[config.mk]
export PLATFORM = sky130hd
export DESIGN_NAME = prog_loader
export DESIGN_NICKNAME = d
export VERILOG_FILES = /design/src/rtl/prog_loader.sv
export SDC_FILE = /design/constraint.sdc
export NUM_CORES = 1
export LEC_CHECK = 0
export BUFFER_PORTS_ARGS = -buffer_cell sky130_fd_sc_hd__buf_2
export CAP_MARGIN = 20
export CELL_PAD_IN_SITES_DETAIL_PLACEMENT = 1
export CELL_PAD_IN_SITES_GLOBAL_PLACEMENT = 1
export CORE_UTILIZATION = 44
export DETAILED_ROUTE_END_ITERATION = 6
export MAX_ROUTING_LAYER = met4
export PLACE_DENSITY = 0.95
export SYNTH_ARGS = -nofsm -noshare
export SYNTH_HDL_FRONTEND = slang
export SYNTH_SLANG_ARGS = --single-unit
[constraint.sdc]
create_clock -name clk -period 4.1 [get_ports clk]
set_clock_uncertainty 0.05 [all_clocks]
set_input_delay 0.205 -clock clk [delete_from_list [all_inputs] [get_ports clk]]
set_output_delay 0.205 -clock clk [all_outputs]
set_load 0.005 [all_outputs]
[src/rtl/prog_loader.sv]
// Boot-time program loader: assembles a big-endian byte stream into 32-bit words
// and writes them to instruction memory while holding the CPU in reset.
module prog_loader #(
  parameter logic [31:0] BASE_ADDR = 32'h0000_0000,
  parameter int          MAX_WORDS = 256
) (
  input  logic        clk,
  input  logic        rst,
  input  logic        start,
  input  logic [15:0] word_count,
  input  logic        in_valid,
  input  logic [7:0]  in_data,
  output logic        in_ready,
  output logic        mem_we,
  output logic [31:0] mem_addr,
  output logic [31:0] mem_wdata,
  output logic        cpu_hold,
  output logic        busy,
  output logic        done
);

  typedef enum logic [1:0] {IDLE, COLLECT, WRITE, DONE} state_e;

  localparam logic [31:0] MAXW = 32'(MAX_WORDS);

  state_e      state_q, state_d;
  logic [15:0] n_q, n_d;
  logic [15:0] idx_q, idx_d;
  logic [1:0]  bcnt_q, bcnt_d;
  logic [31:0] asm_q, asm_d;

  always_ff @(posedge clk or posedge rst) begin
    if (rst) begin
      state_q <= IDLE;
      n_q     <= '0;
      idx_q   <= '0;
      bcnt_q  <= '0;
      asm_q   <= '0;
    end else begin
      state_q <= state_d;
      n_q     <= n_d;
      idx_q   <= idx_d;
      bcnt_q  <= bcnt_d;
      asm_q   <= asm_d;
    end
  end

  always_comb begin
    state_d = state_q;
    n_d     = n_q;
    idx_d   = idx_q;
    bcnt_d  = bcnt_q;
    asm_d   = asm_q;
    case (state_q)
      // start is only honoured when no session is running
      IDLE, DONE: begin
        if (start) begin
          n_d     = (32'(word_count) > MAXW) ? MAXW[15:0] : word_count;
          idx_d   = '0;
          bcnt_d  = '0;
          state_d = (n_d == 16'd0) ? DONE : COLLECT;
        end
      end
      COLLECT: begin
        if (in_valid) begin
          case (bcnt_q)
            2'd0:    asm_d[31:24] = in_data;
            2'd1:    asm_d[23:16] = in_data;
            2'd2:    asm_d[15:8]  = in_data;
            default: asm_d[7:0]   = in_data;
          endcase
          bcnt_d = bcnt_q + 2'd1;
          if (bcnt_q == 2'd3) state_d = WRITE;
        end
      end
      WRITE: begin
        idx_d   = idx_q + 16'd1;
        state_d = (idx_d == n_q) ? DONE : COLLECT;
      end
      default: state_d = IDLE;
    endcase
  end

  always_comb begin
    in_ready  = (state_q == COLLECT);
    mem_we    = (state_q == WRITE);
    busy      = (state_q == COLLECT) || (state_q == WRITE);
    done      = (state_q == DONE);
    cpu_hold  = (state_q != DONE);
    mem_addr  = '0;
    mem_wdata = '0;
    if (state_q == WRITE) begin
      mem_addr  = BASE_ADDR + {14'd0, idx_q, 2'b00};
      mem_wdata = asm_q;
    end
  end

endmodule

==> flow_summary.toml <==
[placed_design]
placed_area_um2 = 4330
dp_slack_ns = 1.00
place_congestion = 0.868
dpl.cell_count = 564
port-buffer-count = 80
dpl.hpwl_um = 8370

[timing]
tightest_slew_ns = 0.956
post-route-period-util_pct = 67.3
fmax_mhz = 362
rsz0062_at_grt = "no"
fin_ws_ns = 1.34
finalSetupTns_ns = 0
setup_viol = 0
finalMaxSlewViolations = 0
hold_viol = 0
slew_headroom_pct = 36.1
period_needed_ns = 2.76

[global_route]
antenna_found_initial = 0
grt_pass1_wl_um = 19400
grt.total_usage_pct = 27.7
grt_max_degree = 53
gr-total-overflow = 0
grt_pass1_vias = 3619

[cts]
clkTransAtPathRegs_ns = 0.08
holdBufCountCts = 0
h-tree-depth = 3
clockBufferDepth = 2
clockRootBuffer = "clkbuf_8"
cts_sinks = 68
clk_latency_ns = 0.36
cts_inserted_buffers = 9
ctsResizeCount = 0
cts_tree = "done"
cts_setup_buffers = 0

[logic_synthesis]
synth_edf_count = 0
netlist_instances = 395
yosysSeqAreaShare_pct = 43.2
avgSynthCellArea_um2 = 9.97
synth_area_um2 = 3940
ys_seq_elements = 68
yosysUniqueCellTypes = 51
async_flop_share_pct = 100
yosys_warnings = 0
ys.flop_type = "dfrtp_1"

[pwr]
power.total_mw = 2.52
peakVddDrop_mv = 0.198
leakage_nw = 2.27
power_density_nw_per_um2 = 547

[setup_path]
path_class = "register to register"
r2r_start = "state_q[0]"
cp.arrival_ns = 3.00
cp_slowest_cell = "or4b_1"
endpoint_kind = "register"
cp.required_ns = 4.34
cp_max_fo = 18
critPathMaxStageDelay_ns = 0.61
cp_cell_sequence = "inv_1, ha_1, nand2_1, or4b_1, a211oi_2, a22o_1"
crit_path_start = "state_q[0]"
cp-start-kind = "register"

[min_path]
hold_class = "input port to async pin"

[floorplan]
rows = 34
dieArea_um2 = 9330
ioPinCount = 97
die_w_um = 96.6
core_area_um2 = 8680
die_h_um = 96.6
start_util_pct = 45.4

[routing]
first_iter_violations = 225
via_per_inst = 5.77
drc_errors = 0
dr.pass1.iters = 5
routedWlPerCell_um = 21.0
wirelength_um = 12200
num_vias = 3351
ant_nets = 0

[cells_and_area]
final_common_cell = "buf_2"
syn2layout_area_growth_pct = 17.2
final_cell_mix = "buf_2 (80), dfrtp_1 (68), and2_1 (56)"
antenna_cells = 0
fillers = 997
drive_gt1_share_pct = 30.7
final_area_um2 = 4610
fin_cells = 581
fin_nets = 505

[run]
max_cap_viol_count = 0

[status]
status = "finished, final reports clean"
## final timing paths
kind	to	slack, ns	cells past startpoint
hold reg to reg	asm_q[5]	0.45	1
setup / recovery	n_q[2]	1.34	6
min in group clk	n_q[1]	0.03	2
hold / removal	asm_q[17]	0.01	2
setup reg to reg	n_q[2]	1.34	6
max in group asynchronous	idx_q[2]	3.07	3
## synthesized netlist by cell type, types with 2 or more instances
master | number | area share [%]
clkbuf_2 | 2 | 0.25
dfrtp_1 | 68 | 43
a311oi_1 | 2 | 0.44
and2_1 | 56 | 8.9
xnor2_1 | 12 | 2.7
buf_2 | 4 | 0.51
a21oi_1 | 8 | 1.0
nand2_1 | 25 | 2.4
inv_1 | 11 | 1.0
and3_1 | 3 | 0.48
nor4_1 | 4 | 0.64
xor2_1 | 9 | 2.0
nand4_1 | 5 | 0.79
nand4_2 | 2 | 0.64
o21ai_1 | 4 | 0.51
nor4_2 | 3 | 0.95
nor2_1 | 20 | 1.9
buf_4 | 18 | 3.4
nand2b_1 | 3 | 0.48
nor2b_1 | 2 | 0.32
clkbuf_1 | 12 | 1.1
o31ai_1 | 4 | 0.76
ha_1 | 9 | 2.9
mux2_2 | 33 | 9.4
a22o_1 | 9 | 2.0
o21ai_0 | 31 | 3.9
mux2i_1 | 2 | 0.51
nor3_1 | 4 | 0.51
nand3_1 | 8 | 1.0
## where the power goes
group / total (mW) / internal, mW / switching (mW)
Clock: 0.757 / 0.482 / 0.275
Sequential: 0.952 / 0.833 / 0.119
Combinational: 0.816 / 0.340 / 0.475
## worst max-delay path: cells and delay by family (launching register included)
kind | cells | cell delay [ns]
AOI/OAI and AO/OA | 2 | 0.67
DFF | 1 | 0.43
buffers and inverters | 1 | 0.07
adders and majority gates | 1 | 0.44
and+or+nand+nor | 2 | 1.03
## area by class of cell
class	count	area [um^2]	area share, %
Multi-Input combinational cell	295	2040	44.2
Sequential cell	68	1700	36.9
Timing Repair Buffer	83	423	9.16
Clock buffer	10	138	2.98
Clock inverter	6	135	2.93
Tap cell	108	135	2.93
Inverter	11	41.3	0.895
## cell families (layout without fill, tap and decap cells)
family | count (synthesis) | after routing | synth area share [%]
simple gates | 143 | 143 | 21.2
compound gates | 71 | 71 | 11.7
flops | 68 | 68 | 43.2
buf+inv | 47 | 110 | 6.39
mux | 35 | 35 | 9.95
xor+xnor | 21 | 21 | 4.67
fa+ha+maj | 9 | 9 | 2.86
other cells | 1 | 16 | 0.0952
## per-layer routing
layer | share of wire, % | vias up | GRT usage [%] | routed length, um
met5 | 0 | - | - | 0
met4 | 5.5 | 0 | 18.5 | 673
met3 | 5.2 | 56 | 4.26 | 639
met2 | 51 | 156 | 45.0 | 6190
met1 | 38 | 1658 | 31.7 | 4670
li1 | - | 1481 | - | -
## metrics by stage
stage	util (%)	hold WS, ns
after detailed placement	49.9	0.396
after global placement	49.9	0.386
after global routing	53.2	0.0392
after floorplan	-	0.242
final	53.2	0.0135
after CTS	53.1	0.0187
## flip-flops by register name, indices dropped and copies added (netlist names)
| register | count |
|---|---|
| idx_q | 16 |
| bcnt_q | 2 |
| state_q | 2 |
| asm_q | 32 |
| n_q | 16 |
Note: power is estimated with default switching activity, not from simulation.
